`src/rtl/uart_seq_monitor.sv`:
```
// uart_seq_monitor: 8N1 UART receiver with an ascending-byte sequence checker.
// Ports:
//   clk, rst     system clock, synchronous active-high reset
//   rx           async serial input, idle high
//   byte_valid   1-clk pulse when byte_out holds a frame with a good stop bit
//   byte_out     last received byte, stable until the next byte_valid
//   frame_err    1-clk pulse when the stop bit was sampled low
//   seq_ok       1-clk pulse when a byte matched the expected value
//   seq_err      1-clk pulse when a byte mismatched while locked
//   err_count    saturating count of seq_err pulses
//   locked       expected value is valid
//   stall        timeout expired and no byte has arrived since
//   led          toggles on every seq_ok
module uart_seq_monitor #(
    parameter int CLKS_PER_BIT = 104,
    parameter int TIMEOUT_CLKS = 24_000_000
) (
    input  logic        clk,
    input  logic        rst,
    input  logic        rx,
    output logic        byte_valid,
    output logic [7:0]  byte_out,
    output logic        frame_err,
    output logic        seq_ok,
    output logic        seq_err,
    output logic [15:0] err_count,
    output logic        locked,
    output logic        stall,
    output logic        led
);

    localparam int CW = $clog2(CLKS_PER_BIT);
    localparam int TW = $clog2(TIMEOUT_CLKS);
    localparam logic [CW-1:0] BIT_LAST  = CW'(CLKS_PER_BIT - 1);
    localparam logic [CW-1:0] HALF_LAST = CW'(CLKS_PER_BIT / 2 - 1);
    localparam logic [TW-1:0] TO_LAST   = TW'(TIMEOUT_CLKS - 1);

    typedef enum logic [2:0] {
        IDLE,
        START,
        DATA,
        STOP,
        WAIT_HI
    } state_t;

    state_t        state;
    logic          rx_m;
    logic          rx_s;
    logic [CW-1:0] clk_cnt;
    logic [2:0]    bit_idx;
    logic [7:0]    shreg;
    logic [7:0]    expected;
    logic [TW-1:0] to_cnt;

    // Synchronizer flops reset to the idle level so that leaving reset
    // never looks like a start bit.
    always_ff @(posedge clk) begin
        if (rst) begin
            rx_m <= 1'b1;
            rx_s <= 1'b1;
        end else begin
            rx_m <= rx;
            rx_s <= rx_m;
        end
    end

    always_ff @(posedge clk) begin
        if (rst) begin
            state      <= IDLE;
            clk_cnt    <= '0;
            bit_idx    <= '0;
            shreg      <= '0;
            byte_out   <= '0;
            byte_valid <= 1'b0;
            frame_err  <= 1'b0;
        end else begin
            byte_valid <= 1'b0;
            frame_err  <= 1'b0;
            unique case (state)
                IDLE: begin
                    clk_cnt <= '0;
                    if (!rx_s) state <= START;
                end
                START: begin
                    // Mid-bit check rejects glitches shorter than half a bit.
                    if (clk_cnt == HALF_LAST) begin
                        clk_cnt <= '0;
                        bit_idx <= '0;
                        state   <= rx_s ? IDLE : DATA;
                    end else begin
                        clk_cnt <= clk_cnt + 1'b1;
                    end
                end
                DATA: begin
                    if (clk_cnt == BIT_LAST) begin
                        clk_cnt <= '0;
                        shreg   <= {rx_s, shreg[7:1]};
                        bit_idx <= bit_idx + 1'b1;
                        if (bit_idx == 3'd7) state <= STOP;
                    end else begin
                        clk_cnt <= clk_cnt + 1'b1;
                    end
                end
                STOP: begin
                    if (clk_cnt == BIT_LAST) begin
                        clk_cnt <= '0;
                        if (rx_s) begin
                            byte_out   <= shreg;
                            byte_valid <= 1'b1;
                            state      <= IDLE;
                        end else begin
                            frame_err <= 1'b1;
                            state     <= WAIT_HI;
                        end
                    end else begin
                        clk_cnt <= clk_cnt + 1'b1;
                    end
                end
                WAIT_HI: begin
                    if (rx_s) state <= IDLE;
                end
                default: state <= IDLE;
            endcase
        end
    end

    always_ff @(posedge clk) begin
        if (rst) begin
            expected  <= '0;
            err_count <= '0;
            locked    <= 1'b0;
            stall     <= 1'b0;
            led       <= 1'b0;
            seq_ok    <= 1'b0;
            seq_err   <= 1'b0;
            to_cnt    <= '0;
        end else begin
            seq_ok  <= 1'b0;
            seq_err <= 1'b0;
            if (byte_valid) begin
                // A byte arriving on the expiry clock wins: it is checked
                // under the current lock and the timeout is simply restarted.
                to_cnt   <= '0;
                stall    <= 1'b0;
                expected <= byte_out + 8'd1;
                if (!locked) begin
                    locked <= 1'b1;
                end else if (byte_out == expected) begin
                    seq_ok <= 1'b1;
                    led    <= ~led;
                end else begin
                    seq_err <= 1'b1;
                    if (err_count != 16'hFFFF) err_count <= err_count + 1'b1;
                end
            end else if (to_cnt == TO_LAST) begin
                locked <= 1'b0;
                stall  <= 1'b1;
            end else begin
                to_cnt <= to_cnt + 1'b1;
            end
        end
    end

endmodule
```
`config.mk`:
```
export PLATFORM = sky130hd
export DESIGN_NAME = uart_seq_monitor
export DESIGN_NICKNAME = d
export VERILOG_FILES = /design/src/rtl/uart_seq_monitor.sv
export SDC_FILE = /design/constraint.sdc
export NUM_CORES = 1
export LEC_CHECK = 0
export ABC_AREA = 1
export CORE_ASPECT_RATIO = 1.5
export CORE_UTILIZATION = 30
export CTS_CLUSTER_SIZE = 24
export DETAILED_ROUTE_END_ITERATION = 8
export HOLD_SLACK_MARGIN = 0.03
export PLACE_DENSITY = 0.58
export RECOVER_POWER = 25
export REMOVE_ABC_BUFFERS = 1
export SETUP_SLACK_MARGIN = 0.02
export SLEW_MARGIN = 40
export SYNTH_ARGS = -nofsm -noshare
export SYNTH_HDL_FRONTEND = slang
export SYNTH_SLANG_ARGS = --single-unit
```
`constraint.sdc`:
```
create_clock -name clk -period 2.3 [get_ports clk]
set_input_delay 0.345 -clock clk [delete_from_list [all_inputs] [get_ports clk]]
set_output_delay 0.345 -clock clk [all_outputs]
set_load 0.05 [all_outputs]
```
==> results of run 1 <==
==> layer usage <==
layer | up-vias | GRT usage (%) | wire length [µm]
li1 | 2186 | - | -
met2 | 59 | 27.3 | 5360
met4 | 0 | 8.91 | 391
met3 | 33 | 2.74 | 281
met1 | 1825 | 15.8 | 4420
met5 | - | 0 | 0
==> cell usage in the layout (no fill, tap or decap), drive strengths merged, types with 4 or more instances in the layout <==
master,instances
clkbuf,12
nand2,167
o21ai,40
dfxtp,87
nand4,20
clkinv,4
clkdlybuf4s50,32
nand3,44
nor2,97
ha,6
inv,81
nor3,11
a21oi,53
xnor2,12
xor2,12
==> state kept, by name, summed over array words and instances, names as in the netlist, 3 cells and up <==
| name | count |
|---|---|
| to_cnt | 25 |
| err_count | 16 |
| byte_out | 8 |
| expected | 8 |
| shreg | 8 |
| clk_cnt | 7 |
| bit_idx | 3 |
| state | 3 |
==> per-stage QoR <==
stage / setup WS, ns / util (%) / total power, mW / cell area [µm²]
floorplan: 0.298 / - / 1.85 / 4360
global placement: 0.377 / 34.4 / 1.93 / 4970
detailed placement: 0.357 / 34.4 / 1.93 / 4970
CTS: 0.246 / 36.5 / 3.43 / 5280
global route: 0.0794 / 36.4 / 3.55 / 5260
finish: 0.239 / 36.4 / 3.37 / 5260
==> cell families (layout without fill, tap and decap cells) <==
kind of cell    after synthesis  in the layout  share of synthesized area [%]
simple gates                347            347                           34.1
compound gates               99             99                           11.7
buf+inv                      93            135                           8.35
flops                        87             87                           39.4
xor+xnor                     24             24                           4.75
fa+ha+maj                     6              6                           1.70
==> final cells by class <==
class | count | area share (%)
multi-input combinational | 476 | 43.8
sequential | 87 | 33.1
timing repair buffer | 38 | 6.78
inverter | 81 | 5.78
tap | 196 | 4.66
clock buffer | 9 | 4.28
clock inverter | 7 | 1.52
==> power groups by stage <==
stage	combinational [mW]	sequential [mW]	clock [mW]
global route	0.377	1.59	1.59
detailed placement	0.318	1.61	0
finish	0.313	1.58	1.48
floorplan	0.242	1.61	0
global placement	0.315	1.61	0
CTS	0.320	1.58	1.53
==> worst min path at each step <==
stage                     from  endpoint  slack (ns)  depth (start not counted)
after floorplan           rx_m      rx_s        0.39                          1
after global placement    rx_m      rx_s        0.41                          1
after detailed placement  rx_m      rx_s        0.42                          1
after CTS                 rx_m      rx_s        0.43                          1
after global routing      rx_m      rx_s        0.47                          1
final                     rx_m      rx_s        0.43                          1
==> impl_metrics.env, run 1 <==
export IMPL_cp_end_kind="flop"
export IMPL_grt_max_degree=30
export IMPL_outcome="completed"
export IMPL_n_fill_cell=1588
export IMPL_p_int_mw=2.51
export IMPL_cts_root_buffer="clkbuf_16"
export IMPL_io_buffer_count=33
export IMPL_cts_resized=0
export IMPL_clockPowerShare_pct=43.9
export IMPL_critPathMaxStageDelay_ns=0.63
export IMPL_maxCapViolCount=0
export IMPL_first_global_vias=3966
export IMPL_rr_worst_depth=8
export IMPL_yosysTopAreaCellShare_pct=39.4
export IMPL_htreeDepth=3
export IMPL_cts_made_buffers=9
export IMPL_max_slew_margin_rel_pct=46.1
export IMPL_layout_cells_non_filler=894
export IMPL_cts_setup_buffers=0
export IMPL_num_vias=4103
export IMPL_layout_drive_gt1_share_pct=4.58
export IMPL_synth_avg_cell_area_um2=6.74
export IMPL_place_inst=878
export IMPL_seq_area_mm2=0.00174
export IMPL_clockBufferDepth=2
export IMPL_die_area_mm2=0.0152
export IMPL_synth_edf_count=0
export IMPL_synth_top_cell_by_area="dfxtp_1"
export IMPL_start_kind="primary input"
export IMPL_seqPwrFrac_pct=46.9
export IMPL_drt_initial_drc_count=128
export IMPL_cp_max_fo=29
export IMPL_diodes=0
export IMPL_routedWlPerCell_um=11.7
export IMPL_cp_arrival_ns=2.25
export IMPL_synth_warnings=0
export IMPL_p_sw_mw=0.866
export IMPL_power_density_mw_per_mm2=641
export IMPL_r2r_setup_slack_ns=0.36
export IMPL_totalWireLength_um=10500
export IMPL_crit_path_end="expected[2]"
export IMPL_die_w_um=101
export IMPL_fin_setup_tns_ns=0
export IMPL_dp_hpwl_um=7880
export IMPL_crit_required_ns=2.49
export IMPL_clk_latency_ns=0.35
export IMPL_cts_tree="done"
export IMPL_rsz0062_at_grt="false"
export IMPL_vias_per_cell=4.59
export IMPL_cp_num_buf_inv=4
export IMPL_p_sw_share_pct=25.7
export IMPL_clock_sinks=87
export IMPL_die_y_um=151
export IMPL_cp_top_family="buffers and inverters"
export IMPL_combPwrFrac_pct=9.3
export IMPL_finalCriticalPeriod_ns=2.06
export IMPL_synthArstFlopShare_pct=0
export IMPL_synth_main_ff_cell="dfxtp_1"
export IMPL_synthCells=656
export IMPL_ant_nets=0
export IMPL_max_freq_ghz=0.485
export IMPL_hold_buffers=0
export IMPL_gp_congestion=0.844
export IMPL_yosys_register_bits=87
export IMPL_synthTopCellsByArea="dfxtp_1, nand2_1, nor2_1"
export IMPL_yosysUniqueCellTypes=35
export IMPL_reg2reg_from="to_cnt[0]"
export IMPL_synthTopCellsByCount="nand2_1, nor2_1, dfxtp_1"
export IMPL_startpoint="rst"
export IMPL_num_rows=54
export IMPL_ys_seq_area_share_pct=39.4
export IMPL_track_usage_pct=15.0
export IMPL_slowest_stage="clkbuf_1"
export IMPL_nets=702
export IMPL_syn2layout_area_growth_pct=18.9
export IMPL_start_util_pct=30.6
export IMPL_antenna_found_initial=0
export IMPL_finalCritPeriodShare_pct=89.6
export IMPL_hold_class="flop to flop"
export IMPL_synth_area_mm2=0.00442
export IMPL_drc=0
export IMPL_clk_pin_slew_ns=0.06
export IMPL_grt_pass1_wl_um=17900
export IMPL_synth_most_common_cell="nand2_1"
export IMPL_multi_input_area_mm2=0.00231
export IMPL_fin_worst_skew_ns=0.0104
export IMPL_finalMaxSlewViolations=0
export IMPL_dr_pass1_iters=4
export IMPL_vdd_drop_max_uv=368
export IMPL_cp_cell_sequence="dlygate4sd3_1, buf_4, nor2_1, inv_1, clkbuf_1, o32ai_1"
export IMPL_path_depth=6
export IMPL_hold_ws_ns=0.432
export IMPL_crit_type="primary input to flop"
export IMPL_setup_violations=0
export IMPL_io_pins=34
export IMPL_fp_coreArea_mm2=0.0145
export IMPL_p_leak_nw=2.01
export IMPL_gr_total_overflow=0
export IMPL_finalHoldViolCount=0
export IMPL_r2r_end="to_cnt[1]"
export IMPL_worst_pin_slew_ns=0.808
Power figures use the tool's default switching activity.
==> run 2, diff against run 1 <==
Settings changed: ABC_AREA 1 to unset, GPL_ROUTABILITY_DRIVEN set to 0.
Clock period 2.3 ns to 1.9 ns, I/O delays scaled along.
==> run 2 against run 1 <==
Worst hold slack got worse by 0.018 ns. Power is 6.1% higher. Count of clock-buffer cells in the layout rose by 3. Global-route usage fell by 1.7 points. Non-clock buffer count is 26 higher. Largest cell class unchanged. Clock power grew 11%. Setup slack worse by 0.18 ns. Synthesized cell count fell by 28%. Routed wire length decreased by 13%. Sequential share of layout area increased by 1.0 points.
==> impl_metrics.env, run 2 <==
export IMPL_outcome="completed"
export IMPL_fp_coreArea_mm2=0.0134
export IMPL_synth_edf_count=0
export IMPL_track_usage_pct=13.3
export IMPL_seq_area_mm2=0.00175
export IMPL_cts_tree="done"
export IMPL_die_area_mm2=0.0141
export IMPL_gr_total_overflow=0
export IMPL_vdd_drop_max_uv=516
export IMPL_finalHoldViolCount=0
export IMPL_synth_warnings=0
export IMPL_diodes=0
export IMPL_mostFrequentLayoutCells="dfxtp_1, nor2_1, a21oi_1, nand2_1, buf_4"
export IMPL_num_vias=3505
export IMPL_largest_reg_flops=25
export IMPL_mostFrequentLayoutCell="dfxtp_1"
export IMPL_cts_root_buffer="clkbuf_16"
export IMPL_max_freq_ghz=0.543
export IMPL_finalMaxSlewViolations=0
export IMPL_io_pins=34
export IMPL_synthTopCellsByCount="dfxtp_1, nor2_1, a21oi_1, nand2_1, xnor2_1"
export IMPL_layout_drive_gt1_share_pct=16.1
export IMPL_max_slew_margin_rel_pct=65.7
export IMPL_die_w_um=97.5
export IMPL_place_area_mm2=0.00475
export IMPL_die_y_um=145
export IMPL_dr_pass1_iters=4
export IMPL_synthTopCellsByArea="dfxtp_1, nor2_1, a21oi_1"
export IMPL_finalCriticalPeriod_ns=1.84
export IMPL_yosys_register_bits=87
export IMPL_ys_seq_area_share_pct=42.5
export IMPL_biggestRegsByFlops="to_cnt (25), err_count (16)"
export IMPL_synthCells=472
export IMPL_antenna_found_initial=0
export IMPL_synth_area_mm2=0.00410
export IMPL_hold_class="flop to flop"
export IMPL_htreeDepth=3
export IMPL_fin_area_mm2=0.00511
export IMPL_grt_max_degree=64
export IMPL_power_density_mw_per_mm2=700
export IMPL_crit_type="flop to flop"
export IMPL_dp_hpwl_um=6360
export IMPL_nets=533
export IMPL_syn2layout_area_growth_pct=24.7
export IMPL_synth_most_common_cell="dfxtp_1"
export IMPL_drc=0
export IMPL_synth_avg_cell_area_um2=8.69
export IMPL_synth_main_ff_cell="dfxtp_1"
export IMPL_fin_setup_tns_ns=0
export IMPL_n_fill_cell=1383
export IMPL_io_buffer_count=33
export IMPL_synthArstFlopShare_pct=0
export IMPL_crit_required_ns=2.12
export IMPL_power_mw=3.58
export IMPL_place_inst=674
export IMPL_clockBufferDepth=2
export IMPL_cp_end_kind="flop"
export IMPL_drt_initial_drc_count=145
export IMPL_rsz0062_at_grt="true"
export IMPL_grt_pass1_wl_um=15600
export IMPL_p_leak_nw=1.95
export IMPL_start_kind="flop"
export IMPL_first_global_vias=3397
export IMPL_yosysUniqueCellTypes=59
export IMPL_worst_pin_slew_ns=0.513
export IMPL_cts_made_buffers=9
export IMPL_clk_latency_ns=0.34
export IMPL_cp_arrival_ns=2.06
export IMPL_totalWireLength_um=9130
export IMPL_final_util_pct=38.1
export IMPL_layout_cells_non_filler=691
export IMPL_start_util_pct=30.6
export IMPL_num_rows=52
export IMPL_yosysTopAreaCellShare_pct=42.5
export IMPL_clock_sinks=87
export IMPL_finalCritPeriodShare_pct=97.0
export IMPL_multi_input_area_mm2=0.00226
export IMPL_regMostFlops="to_cnt"
export IMPL_maxCapViolCount=0
export IMPL_synth_top_cell_by_area="dfxtp_1"
export IMPL_clk_pin_slew_ns=0.06
export IMPL_routedWlPerCell_um=13.2
export IMPL_fin_worst_skew_ns=0.00878
export IMPL_setup_violations=0
export IMPL_ant_nets=0
export IMPL_cp_max_fo=5
export IMPL_vias_per_cell=5.07
[run 2: cell types whose count changed in the layout (fill, tap and decap cells not counted), sizes merged, moves of 10 or more]
| cell | before | now |
|---|---|---|
| inv | 81 | 9 |
| nand2b | 0 | 10 |
| nand3 | 44 | 20 |
| buf | 2 | 40 |
| mux2i | 0 | 15 |
| nor2 | 97 | 50 |
| clkdlybuf4s50 | 32 | 7 |
| dlymetal6s2s | 0 | 10 |
| a21oi | 53 | 38 |
| or3 | 0 | 17 |
| nand2 | 167 | 37 |
| o21ai | 40 | 17 |
[run 2: cell type report]
cell class	count	area share, %
multi-input combinational	353	44.2
timing repair buffer	64	11.6
sequential	87	34.2
inverter	9	0.661
clock buffer	12	4.82
clock inverter	4	0.612
tap	162	3.96
[run 2: power by group]
part | internal (mW) | total (mW) | switching (mW)
Sequential | 1.83 | 1.84 | 0.0116
Clock | 0.925 | 1.65 | 0.726
Combinational | 0.0299 | 0.0810 | 0.0511
Total | 2.79 | 3.58 | 0.789
[run 2: worst max-delay path: stages, from the launching register on]
cell and delay (ns):
dfxtp_2 0.35, ha_4 0.14, nand3b_1 0.10, or4b_4 0.56, a22oi_2 0.22, buf_4 0.16, a2bb2oi_2 0.12, a21oi_1 0.06
[run 2: final timing paths]
path / from / endpoint / slack, ns / cells past startpoint
worst max register to register: clk_cnt[0] / clk_cnt[6] / 0.06 / 7
worst min-delay path: rx_m / rx_s / 0.41 / 1
worst min register to register: rx_m / rx_s / 0.41 / 1
worst max-delay path: clk_cnt[0] / clk_cnt[6] / 0.06 / 7
[run 2: cell families after synthesis]
family,count (synthesis),synth area share (%)
buffers and inverters,32,3.66
XOR/XNOR,28,5.98
multiplexers,17,4.21
AO/OA/AOI/OAI,83,12.3
adder cells (fa/ha/maj),6,1.83
AND/OR/NAND/NOR,219,29.6
flip-flops,87,42.5
[run 2: what timing repair did]
action,in CTS,in global routing
setup endpoints to repair,8,39
hold endpoints to repair,0,0
hold buffers,0,0
buffers inserted,0,1
pin swaps,1,6
gates resized for setup,8,25
[run 2: layer usage]
| metal | GRT usage (%) | share of wire (%) |
|---|---|---|
| met1 | 15.4 | 43 |
| met5 | 0 | 0 |
| met4 | 5.07 | 1.7 |
| met3 | 2.84 | 2.9 |
| met2 | 23.6 | 52 |
[run 2: stage by stage]
stage          setup WS (ns)  hold slack, ns
6_report              0.0573           0.413
5_1_grt              -0.0187           0.441
4_1_cts               0.0207           0.417
3_5_place_dp          0.0138           0.400
3_3_place_gp           0.109           0.395
2_1_floorplan         -0.581           0.354
==> run 3, diff against run 2 <==
Settings changed: SLEW_MARGIN 40 to unset.
==> results of run 3 <==
Final layout, timing and power as in run 2 (identical DEF).
